===== src/rtl/imem_program_loader_pkg.sv =====
// imem_program_loader_pkg: shared loader state encoding, default widths and the MIPS no-op word.
package imem_program_loader_pkg;
   typedef enum logic [1:0] {LOAD, RELEASE, RUN, HALT} state_t;
   localparam int DEF_ADDR_W = 8;
   localparam int DEF_DATA_W = 32;
   localparam logic [31:0] MIPS_NOP = 32'h0000_0000;
endpackage


===== src/rtl/imem_program_loader_if.sv =====
// imem_program_loader_if: program word stream plus instruction memory write bus.
// Ports (signals): in_valid/in_data/in_last/in_ready form the source handshake;
// imem_we/imem_addr/imem_wdata form the instruction memory write port.
// master = program source side, slave = loader side.
interface imem_program_loader_if
   import imem_program_loader_pkg::*;
#(
   parameter int ADDR_W = DEF_ADDR_W,
   parameter int DATA_W = DEF_DATA_W
);
   logic              in_valid;
   logic [DATA_W-1:0] in_data;
   logic              in_last;
   logic              in_ready;
   logic              imem_we;
   logic [ADDR_W-1:0] imem_addr;
   logic [DATA_W-1:0] imem_wdata;
   modport master (output in_valid, in_data, in_last, input in_ready, imem_we, imem_addr, imem_wdata);
   modport slave  (input in_valid, in_data, in_last, output in_ready, imem_we, imem_addr, imem_wdata);
endinterface


===== src/rtl/imem_program_loader_run_budget_counter.sv =====
// imem_program_loader_run_budget_counter: 32-bit core run-cycle counter with terminal compare.
// Ports: clk, rst_n (sync active-low), clr (sync clear), en (count enable),
// count (cycles counted), term (count has reached MAX_CYCLES-1).
module imem_program_loader_run_budget_counter #(
   parameter int MAX_CYCLES = 26
) (
   input  logic        clk,
   input  logic        rst_n,
   input  logic        clr,
   input  logic        en,
   output logic [31:0] count,
   output logic        term
);
   assign term = count == 32'(MAX_CYCLES - 1);
   always_ff @(posedge clk)
      if (!rst_n || clr) count <= '0;
      else if (en) count <= count + 32'd1;
endmodule


===== src/rtl/imem_program_loader.sv =====
// imem_program_loader: streams a program into instruction memory, then releases and runs the core for a bounded time.
// Ports: clk, rst_n (sync active-low), reload (restart loading at address 0),
// bus (slave: word stream in, imem write port out), core_rst_n / core_run (core reset and clock enable),
// halted (run budget exhausted), overflow (program longer than DEPTH, sticky),
// load_count (words written in the last load), run_cycles (cycles since core release).
module imem_program_loader
   import imem_program_loader_pkg::*;
#(
   parameter int ADDR_W     = DEF_ADDR_W,
   parameter int DEPTH      = 256,
   parameter int DATA_W     = DEF_DATA_W,
   parameter int MAX_CYCLES = 26
) (
   input  logic                clk,
   input  logic                rst_n,
   input  logic                reload,
   imem_program_loader_if.slave bus,
   output logic                core_rst_n,
   output logic                core_run,
   output logic                halted,
   output logic                overflow,
   output logic [ADDR_W:0]     load_count,
   output logic [31:0]         run_cycles
);
   state_t            st;
   logic              hs;
   logic              term;
   logic [DATA_W-1:0] word;
   // reload and reset both refuse words combinationally so a coincident offer is never taken
   assign bus.in_ready = (st == LOAD) && !reload && rst_n;
   assign hs           = bus.in_valid && bus.in_ready;
   assign word         = bus.in_data;
   imem_program_loader_run_budget_counter #(.MAX_CYCLES(MAX_CYCLES)) u_budget (
      .clk   (clk),
      .rst_n (rst_n),
      .clr   (reload),
      .en    (st == RUN),
      .count (run_cycles),
      .term  (term)
   );
   always_ff @(posedge clk) begin
      bus.imem_we <= hs;
      if (!rst_n) begin
         bus.imem_addr  <= '0;
         bus.imem_wdata <= '0;
      end else if (hs) begin
         bus.imem_addr  <= load_count[ADDR_W-1:0];
         bus.imem_wdata <= word;
      end
      if (!rst_n || reload) begin
         st         <= LOAD;
         load_count <= '0;
         core_rst_n <= 1'b0;
         core_run   <= 1'b0;
         halted     <= 1'b0;
         overflow   <= 1'b0;
      end else begin
         case (st)
            LOAD:
               if (hs) begin
                  load_count <= load_count + 1'b1;
                  // the last slot ends the load even without in_last; that case is an overflow
                  if (bus.in_last || load_count == (ADDR_W+1)'(DEPTH - 1)) begin
                     st       <= RELEASE;
                     overflow <= !bus.in_last;
                  end
               end
            RELEASE: begin
               st         <= RUN;
               core_rst_n <= 1'b1;
               core_run   <= 1'b1;
            end
            RUN:
               if (term) begin
                  st       <= HALT;
                  core_run <= 1'b0;
                  halted   <= 1'b1;
               end
            default: ;
         endcase
      end
   end
endmodule


===== src/flat_wrapper.sv =====
// flat-port wrapper written by rule: the top's interface ports become plain ports
module imem_program_loader_flat import imem_program_loader_pkg::*;
#(
   parameter int ADDR_W     = DEF_ADDR_W,
   parameter int DEPTH      = 256,
   parameter int DATA_W     = DEF_DATA_W,
   parameter int MAX_CYCLES = 26
)
  (clk, rst_n, reload, core_rst_n, core_run, halted, overflow, load_count, run_cycles, bus_in_valid, bus_in_data, bus_in_last, bus_in_ready, bus_imem_we, bus_imem_addr, bus_imem_wdata);
  imem_program_loader_if #(.ADDR_W(ADDR_W), .DATA_W(DATA_W)) bus_i ();
  input  logic clk;
  input  logic rst_n;
  input  logic reload;
  output logic core_rst_n;
  output logic core_run;
  output logic halted;
  output logic overflow;
  output logic [ADDR_W:0] load_count;
  output logic [31:0] run_cycles;
  input wire logic [$bits(bus_i.in_valid)-1:0] bus_in_valid;
  input wire logic [$bits(bus_i.in_data)-1:0] bus_in_data;
  input wire logic [$bits(bus_i.in_last)-1:0] bus_in_last;
  output wire logic [$bits(bus_i.in_ready)-1:0] bus_in_ready;
  output wire logic [$bits(bus_i.imem_we)-1:0] bus_imem_we;
  output wire logic [$bits(bus_i.imem_addr)-1:0] bus_imem_addr;
  output wire logic [$bits(bus_i.imem_wdata)-1:0] bus_imem_wdata;
  assign bus_i.in_valid = bus_in_valid;
  assign bus_i.in_data = bus_in_data;
  assign bus_i.in_last = bus_in_last;
  assign bus_in_ready = bus_i.in_ready;
  assign bus_imem_we = bus_i.imem_we;
  assign bus_imem_addr = bus_i.imem_addr;
  assign bus_imem_wdata = bus_i.imem_wdata;
  imem_program_loader #(.ADDR_W(ADDR_W), .DEPTH(DEPTH), .DATA_W(DATA_W), .MAX_CYCLES(MAX_CYCLES)) u_core (.clk(clk), .rst_n(rst_n), .reload(reload), .bus(bus_i), .core_rst_n(core_rst_n), .core_run(core_run), .halted(halted), .overflow(overflow), .load_count(load_count), .run_cycles(run_cycles));
endmodule

===== config.mk =====
export PLATFORM = sky130hd
export DESIGN_NAME = imem_program_loader_flat
export DESIGN_NICKNAME = d
export VERILOG_FILES = /design/src/rtl/imem_program_loader_pkg.sv /design/src/rtl/imem_program_loader_if.sv /design/src/rtl/imem_program_loader_run_budget_counter.sv /design/src/rtl/imem_program_loader.sv /design/src/flat_wrapper.sv
export SDC_FILE = /design/constraint.sdc
export NUM_CORES = 1
export LEC_CHECK = 0
export ABC_AREA = 0
export CORE_MARGIN = 4
export CORE_UTILIZATION = 50
export CTS_CLUSTER_SIZE = 40
export DETAILED_ROUTE_END_ITERATION = 8
export PLACE_DENSITY_LB_ADDON = 0.25
export REMOVE_ABC_BUFFERS = 1
export SLEW_MARGIN = 20
export SYNTH_ARGS = -nofsm -noshare
export SYNTH_HDL_FRONTEND = slang
export SYNTH_HIERARCHICAL = 1
export SYNTH_SLANG_ARGS = --single-unit

===== constraint.sdc =====
create_clock -name clk -period 3.73 [get_ports clk]
set_input_delay 0.373 -clock clk [delete_from_list [all_inputs] [get_ports clk]]
set_output_delay 0.373 -clock clk [all_outputs]
set_load 0.05 [all_outputs]

# Word level (Yosys, flattened, before mapping)
# Cells that the tools add are included.
# classes
addsub	2
n_eq_ne	7
n_mux	6
n_reduce_logical	16
# ops
operator	count
adder 32 x 1 -> 32 bit (second input constant)	1
equality test 32 x 5 -> 1 bit (second input constant)	1
adder 9 x 1 -> 9 bit (second input constant)	1
equality test 9 x 8 -> 1 bit (second input constant)	1
2-to-1 mux 2 bit	3
one-hot mux 2 bit (3 select lines)	1
AND reduction 2 bit	3
!= test 2 x 1 -> 1 bit (second input constant)	2
AND reduction 4 bit	1
logical AND 1 bit	3
logical NOT 1 bit	3
AND reduction 3 bit	1
nonzero test 3 bit	1
equality test 2 x 1 -> 1 bit (second input constant)	1
equality test 2 bit (second input constant)	1
logical NOT 2 bit	1
logical OR 1 bit	2
!= test 2 bit (second input constant)	1
one-hot mux 1 bit (2 select lines)	1
nonzero test 2 bit	1
2-to-1 mux 1 bit	1
# totals
regBits	88
input_bits	37
output_inout_bits	87
elab_cells	41

# Longest topological paths before layout
# Gate-level depths: netlist of the first run.
# depth
depth_word	6
ltp_mapped	9
ltp_nobuf	9

# By module
# The synthesis of the first run kept the hierarchy.
# modules_own_cells
mod	n_inst	cells_per_inst	area_each_um2	seq_area_each_um2
imem_program_loader	1	258	2249.7	1121.1
imem_program_loader_run_budget_counter	1	197	1681.6	640.6

# Worst setup path before layout of the first run
# OpenSTA, ideal clock, no wires.
# synth_timing
path_kind	register to register
from	reg u_core.u_budget.count[3]
to	reg u_core.u_budget.count[19]
setup_ns	0.070
t_arrival_ns	2.216
t_required_ns	3.660
slack_ns	1.444
stages_incl_launch_ff	6
path_buffers	1
period_less_slack_ns	2.286
path_cell_list	dfxtp_1 > nand2_1 > or4_4 > buf_6 > or4_1 > a21oi_1
# synth_via
elab_chain_len	1
# synth_lines
element	line_no	source
start, declared	imem_program_loader_run_budget_counter.sv:11	output logic [31:0] count,
start signal, assigned	imem_program_loader_run_budget_counter.sv:17	else if (en) count <= count + 32'd1;
adder 32 x 1 -> 32 bit	imem_program_loader_run_budget_counter.sv:17	
# Every way passes these cells.
# A chain may end at the register's enable or synchronous reset.

# Final worst setup path of the first run
# layout_timing
from	reg u_core.st[1]
to	reg u_core.load_count[4]
# layout_via
elab_chain_len	5
# layout_lines
element	line_no	source
start, declared	imem_program_loader.sv:25	state_t st;
start signal, assigned	imem_program_loader.sv:51	st <= LOAD;
start signal, assigned	imem_program_loader.sv:64	st <= RELEASE;
start signal, assigned	imem_program_loader.sv:69	st <= RUN;
logical NOT 2 bit (*)	imem_program_loader.sv:30, imem_program_loader.sv:58	
logical AND 1 bit (2 in series)	imem_program_loader.sv:30	assign bus.in_ready = (st == LOAD) && !reload && rst_n;
logical AND 1 bit	imem_program_loader.sv:31	assign hs = bus.in_valid && bus.in_ready;
AND reduction 2 bit (no line) (*)	-	
end signal, assigned	imem_program_loader.sv:61	load_count <= load_count + 1'b1;
end, declared	imem_program_loader.sv:22	output logic [ADDR_W:0] load_count,
# Every way passes the cells marked *; elsewhere a longest branch is shown, timed or not.

==> results of run 1 <==
final cells by class:
type	instances	area, µm²
clock buffer	10	138
clock inverter	6	67.6
fill	628	2340
inverter	11	41.3
multi-input combinational	332	1970
sequential	88	1760
tap	102	128
timing repair buffer	124	1240
state kept, by name, summed over array words and instances (netlist names):
register and count:
u_core/core_run 1, u_core/u_budget/count 32, u_core/st 2, u_core/overflow 1, u_core/halted 1, u_core/load_count 9, u_core/bus.imem_we 1, u_core/bus.imem_wdata 32
u_core/bus.imem_addr 8, u_core/core_rst_n 1
cells by family after synthesis:
kind of cell,count (synthesis)
AO/OA/AOI/OAI,94
buffers and inverters,35
XOR/XNOR,16
multiplexers,1
flip-flops,88
adder cells (fa/ha/maj),9
AND/OR/NAND/NOR,212
per-layer routing:
| layer | wire (µm) | global-route usage, % | share of wire, % | vias to the layer above |
|---|---|---|---|---|
| met2 | 4720 | 33.8 | 47 | 126 |
| met4 | 189 | 8.21 | 1.9 | 0 |
| met5 | 0 | 0 | 0 | - |
| li1 | - | - | - | 1816 |
| met1 | 4060 | 23.9 | 40 | 1700 |
| met3 | 1050 | 9.23 | 10 | 18 |
cells in the final DEF, fill, tap and decap left out, types with 2 or more instances in the layout:
master / netlist / routed
o31ai_1: 11 / 11
nor2_1: 26 / 26
clkbuf_8: 0 / 10
dfxtp_1: 88 / 88
nand3_1: 13 / 13
xor2_1: 7 / 7
and2_2: 2 / 2
or4_1: 12 / 12
and3_1: 4 / 4
or4_4: 3 / 3
a21oi_1: 23 / 23
clkinvlp_4: 0 / 2
o21a_1: 2 / 2
nand2_1: 97 / 97
and4_1: 4 / 4
o211ai_1: 2 / 2
nand4_1: 12 / 12
ha_1: 9 / 9
and2_1: 5 / 5
a211oi_1: 2 / 2
inv_1: 10 / 10
nor3_1: 6 / 6
nor4_1: 10 / 10
o21ai_0: 9 / 9
clkdlybuf4s50_1: 0 / 123
nor2b_1: 3 / 3
xnor2_1: 9 / 9
a21boi_1: 38 / 38
or3_1: 7 / 7
through the flow:
| stage | cell area [µm²] | std cells | util, % | total power (W) | hold WS [ns] |
|---|---|---|---|---|---|
| final | 5350 | 673 | 69.5 | 0.00183 | 0.457 |
| after global routing | 5350 | 673 | 69.5 | 0.00189 | 0.479 |
| after CTS | 5350 | 673 | 69.5 | 0.00185 | 0.459 |
| after detailed placement | 5140 | 657 | 66.9 | 0.00118 | 0.447 |
| after global placement | 5140 | 657 | 66.9 | 0.00117 | 0.440 |
| after floorplan | 3770 | 431 | - | 0.00109 | 0.466 |
worst min-delay path: stages (launching register included):
cell	delay (ns)
dfxtp_1	0.32
nand2_1	0.05
a21boi_1	0.05
report_power, final:
group / internal, W / switching (W) / total, W
Clock: 0.000330 / 0.000346 / 0.000676
Sequential: 0.000954 / 0.00000947 / 0.000963
Combinational: 0.0000797 / 0.000111 / 0.000191
worst max path at each step:
stage,start,endpoint,cells past startpoint
after floorplan,u_core/u_budget/count[3],u_core/u_budget/count[22],4
after global placement,bus_in_valid,u_core/load_count[4],7
after detailed placement,bus_in_valid,u_core/load_count[4],7
after CTS,u_core/st[1],u_core/load_count[4],8
after global routing,u_core/st[1],u_core/load_count[4],8
final,u_core/st[1],u_core/load_count[4],8
==> results.py, run 1 <==
metrics = {
    "outcome": {
        "outcome": "completed",
    },
    "clock_tree": {
        "cts_num_sinks": 88,
        "cts_tree": "built",
        "clockBufferDepth": 2,
        "clk_pin_slew_ns": 0.09,
        "cts_max_level": 3,
        "cts-resized-gates": 0,
        "cts-root-buf": "clkbuf_8",
        "numCtsBuffers": 9,
        "clk_latency_ns": 0.36,
        "hold_buffers": 0,
        "cts_setup_buffers": 0,
    },
    "worst_setup_path": {
        "path_cells": "inv_1, ha_1, and2_1, nand2_4, inv_2, nand4_1, xor2_1, nor2_1",
        "slowest_delay_ns": 0.64,
        "critPathCaptureType": "flip-flop",
        "cp_max_fo": 43,
        "cp_num_buf_inv": 2,
        "critPathKind": "reg -> reg",
        "cp.required_ns": 3.95,
        "arrival_ns": 2.84,
        "rrSetupSlack_ns": 1.11,
        "worstReg2RegStart": "u_core/st[1]",
        "worst_path_max_delay_cell": "inv_2",
        "rr_endpoint": "u_core/load_count[4]",
        "critPathTopFamily": "simple AND/OR/NAND/NOR gates",
        "crit_path_start_kind": "flip-flop",
        "r2r_cells": 8,
    },
    "global_routing": {
        "antenna_found_initial": 0,
        "grt_pass1_vias": 3440,
        "grt_usage_pct": 20.8,
        "grt_max_degree": 44,
        "grt_pass1_wl_um": 16300,
        "grt-ovfl-total": 0,
    },
    "synth": {
        "synth-adder-area-share_pct": 2.86,
        "synth_area_leaders": "dfxtp_1, nand2_1, a21boi_1",
        "seq_area_frac_synth_pct": 44.8,
        "yosysMostFrequentCell": "nand2_1",
        "async_flop_share_pct": 0,
        "dominantRegCellSynth": "dfxtp_1",
        "synth_top_area_share_pct": 44.8,
        "netlist_instances": 455,
        "netlist_area_mm2": 0.00393,
        "synth_common_cells": "nand2_1, dfxtp_1, a21boi_1, nor2_1, a21oi_1",
        "synth-simple-area-share_pct": 27.3,
        "synth_edf_count": 0,
        "yosys-mux-area-fraction_pct": 0.255,
        "synth_xor_area_share_pct": 3.56,
        "synth-warning-count": 6,
        "synth_area_per_cell_um2": 8.64,
        "ys_types": 47,
        "ys_seq_elements": 88,
        "synth_top_area_cell": "dfxtp_1",
        "synth_top_family_by_area": "simple AND/OR/NAND/NOR gates",
        "synth_compound_area_share_pct": 16.2,
    },
    "placement": {
        "hpwlAfterDp_um": 7110,
        "io_buffers": 123,
        "gp_congestion": 0.825,
        "dp_slack_ns": 0.982,
    },
    "worst_hold_path": {
        "hold_path_class": "reg -> reg",
        "min-delay-start": "u_core/bus.imem_wdata[26]",
        "min_to": "u_core/bus.imem_wdata[26]",
        "min_path_cells": 2,
    },
    "sta": {
        "setup_tns_ns": 0,
        "min_period_ns": 2.62,
        "rsz0062_at_grt": "no",
        "worstMarginPinSlew_ns": 0.713,
        "fin_ws_ns": 1.11,
        "final.period_utilization_pct": 70.1,
        "fin_skew_ns": 0.0122,
        "setup_viol": 0,
        "slew_headroom_pct": 52.4,
        "finalHoldViolations": 0,
        "max_freq_mhz": 382,
        "slew_violations": 0,
    },
    "job": {
        "maxCapViolCount": 0,
    },
    "route": {
        "drc": 0,
        "drtAntennaViolNets": 0,
        "firstDrtPassIters": 4,
        "dr_total_vias": 3660,
        "vias_per_cell": 5.44,
        "routed_wl_um": 10000,
        "dr.first_iter.drc_count": 205,
        "detail_route.wl_per_cell_um": 14.9,
    },
    "final_layout": {
        "syn_to_final_growth_pct": 36.0,
        "nNetsFinal": 612,
        "final_layout_size_suffix_gt1_share_pct": 5.43,
        "num_antenna_cells": 0,
    },
    "power_and_ir_drop": {
        "power_leakage_nw": 1.77,
        "power_density_mw_per_mm2": 342,
        "ir_worst_vdd_mv": 0.277,
    },
    "floorplan": {
        "core_area_mm2": 0.00769,
        "die_height_um": 96.7,
        "die_x_um": 96.7,
        "initial_core_util_pct": 51.1,
        "die_area_mm2": 0.00935,
        "rows": 32,
        "ioPinCount": 124,
    },
}
(Power assumes the default switching activity.)
==> run 2, diff against run 1 <==
--- a/config.mk
+++ b/config.mk
@@ -7,7 +7,7 @@
 export LEC_CHECK = 0
 export ABC_AREA = 0
 export CORE_MARGIN = 4
-export CORE_UTILIZATION = 50
+export CORE_UTILIZATION = 42
 export CTS_CLUSTER_SIZE = 40
 export DETAILED_ROUTE_END_ITERATION = 8
 export PLACE_DENSITY_LB_ADDON = 0.25
==> constraint.sdc (replaced) <==
create_clock -name clk -period 2.4 [get_ports clk]
set_input_delay 0.24 -clock clk [delete_from_list [all_inputs] [get_ports clk]]
set_output_delay 0.24 -clock clk [all_outputs]
set_load 0.05 [all_outputs]
==> run 2 against run 1 <==
Sequential power increased by 56%. Cell count increased by 2.1%. Final area increased by 1.9%. Worst hold slack got worse by 0.031 ns. Critical endpoint is now u_core/u_budget/count[26]. Combinational power increased by 60%. Highest routed layer unchanged. Critical path depth decreased by 3. Worst setup slack got worse by 0.85 ns.
==> results.py, run 2 (synthesis gave the netlist of run 1 again) <==
metrics = {
    "clock_tree": {
        "clk_latency_ns": 0.35,
        "clk_pin_slew_ns": 0.09,
        "cts_max_level": 3,
        "cts_tree": "built",
        "numCtsBuffers": 9,
        "cts-root-buf": "clkbuf_8",
        "clockBufferDepth": 2,
        "cts_num_sinks": 88,
        "cts-resized-gates": 0,
        "hold_buffers": 0,
        "cts_setup_buffers": 0,
    },
    "sta": {
        "slew_headroom_pct": 61.9,
        "min_period_ns": 2.14,
        "setup_viol": 0,
        "setup_tns_ns": 0,
        "fin_skew_ns": 0.0127,
        "final.period_utilization_pct": 89.1,
        "max_freq_mhz": 468,
        "worst_hold_slack_ns": 0.426,
        "worstMarginPinSlew_ns": 0.571,
        "rsz0062_at_grt": "no",
        "finalHoldViolations": 0,
        "slew_violations": 0,
    },
    "floorplan": {
        "die_x_um": 105,
        "initial_core_util_pct": 42.7,
        "die_height_um": 105,
        "rows": 35,
        "ioPinCount": 124,
        "die_area_mm2": 0.0110,
        "core_area_mm2": 0.00920,
    },
    "route": {
        "routed_wl_um": 10400,
        "dr_total_vias": 3685,
        "highest_layer": "met4",
        "drtAntennaViolNets": 0,
        "drc": 0,
        "route.met3.wl_um": 1060,
        "vias_per_cell": 5.36,
        "firstDrtPassIters": 4,
        "detail_route.wl_per_cell_um": 15.2,
        "wl_met1_um": 4380,
        "dr.first_iter.drc_count": 109,
        "wl_met2_um": 4820,
    },
    "placement": {
        "hpwlAfterDp_um": 7550,
        "gp_congestion": 0.795,
        "io_buffers": 123,
    },
    "global_routing": {
        "grt_pass1_vias": 3681,
        "antenna_found_initial": 0,
        "grt_pass1_wl_um": 17500,
        "grt_usage_pct": 19.2,
        "grt_max_degree": 40,
        "grt-ovfl-total": 0,
    },
    "power_and_ir_drop": {
        "p_int_w": 0.00231,
        "clkPwrFrac_pct": 40.1,
        "switchingPower_w": 0.000703,
        "power_switching_share_pct": 23.3,
        "ir_worst_vdd_mv": 0.358,
        "power_leakage_nw": 1.82,
        "p_comb_share_pct": 10.2,
        "finalPower_w": 0.00301,
        "power_density_mw_per_mm2": 552,
        "seqPwrFrac_pct": 49.7,
    },
    "worst_setup_path": {
        "critPathKind": "reg -> reg",
        "arrival_ns": 2.40,
        "path_cells": "ha_1, nand3_1, or4_4, or4_1, a21oi_1",
        "critPathCaptureType": "flip-flop",
        "crit_path_start_kind": "flip-flop",
        "critPathTopFamily": "simple AND/OR/NAND/NOR gates",
        "cp.required_ns": 2.67,
        "cp_max_fo": 15,
        "slowest_delay_ns": 0.55,
        "cp_num_buf_inv": 0,
        "worst_path_max_delay_cell": "or4_4",
    },
    "final_layout": {
        "reg.largest.list": "u_core/bus.imem_wdata: 32 flops, u_core/u_budget/count: 32 flops, u_core/load_count: 9 flops",
        "finish.utilization_pct": 59.3,
        "mostFrequentLayoutCells": "clkdlybuf4s50_1, nand2_1, dfxtp_1",
        "layout_commonest_cell": "clkdlybuf4s50_1",
        "final_layout_size_suffix_gt1_share_pct": 6.08,
        "num_antenna_cells": 0,
        "syn_to_final_growth_pct": 38.6,
        "nFillCells": 829,
        "nNetsFinal": 617,
    },
    "worst_hold_path": {
        "hold_path_class": "in -> reg",
    },
    "outcome": {
        "outcome": "completed",
    },
    "job": {
        "maxCapViolCount": 0,
    },
}
run 2: cell count changes in the layout (fill, tap and decap cells not counted), sizes merged:
cell,change
clkbuf,+1
bufinv,+2
inv,-1
clkdlybuf4s50,-1
buf,+6
clkinv,-2
run 2: layout make-up:
cell class / count / area (µm²) / area share [%]
clock buffer: 11 / 131 / 2.41
clock inverter: 5 / 105 / 1.93
inverter: 11 / 41.3 / 0.758
multi-input combinational: 332 / 1970 / 36.2
sequential: 88 / 1760 / 32.3
tap: 111 / 139 / 2.55
timing repair buffer: 129 / 1300 / 23.8
run 2: power groups by stage:
| stage | clock network (W) | logic, W | registers, W |
|---|---|---|---|
| 6_report | 0.00121 | 0.000306 | 0.00150 |
| 5_1_grt | 0.00130 | 0.000328 | 0.00150 |
| 4_1_cts | 0.00125 | 0.000309 | 0.00150 |
| 3_5_place_dp | 0 | 0.000308 | 0.00153 |
| 3_3_place_gp | 0 | 0.000306 | 0.00153 |
| 2_1_floorplan | 0 | 0.0000803 | 0.00161 |
run 2: worst register-to-register path, delay by kind of cell (launching register included):
kind                     cells  cell delay, ns
adder cells (fa/ha/maj)      1            0.23
AO/OA/AOI/OAI                1            0.16
flip-flops                   1            0.44
AND/OR/NAND/NOR              3            1.24
run 2: per-stage QoR:
| step | setup slack, ns | cells | cell area [µm²] |
|---|---|---|---|
| floorplan | 0.0779 | 431 | 3770 |
| global placement | 0.376 | 671 | 5210 |
| detailed placement | 0.298 | 671 | 5210 |
| CTS | 0.267 | 687 | 5450 |
| global route | 0.0878 | 687 | 5450 |
| finish | 0.262 | 687 | 5450 |
run 2: path summary, 6_finish.rpt:
kind / slack (ns) / start / depth (start not counted) / end
setup / recovery: 0.26 / u_core/u_budget/count[0] / 5 / u_core/u_budget/count[26]
hold / removal: 0.43 / bus_in_data[18] / 3 / u_core/bus.imem_wdata[18]
setup reg to reg: 0.26 / u_core/u_budget/count[0] / 5 / u_core/u_budget/count[26]
hold reg to reg: 0.46 / u_core/bus.imem_addr[7] / 2 / u_core/bus.imem_addr[7]
run 2: routing by layer:
metal	up-vias	track usage (%)
li1	1822	-
met1	1720	22.6
met2	127	31.0
met3	16	8.77
met4	0	6.56
met5	-	0
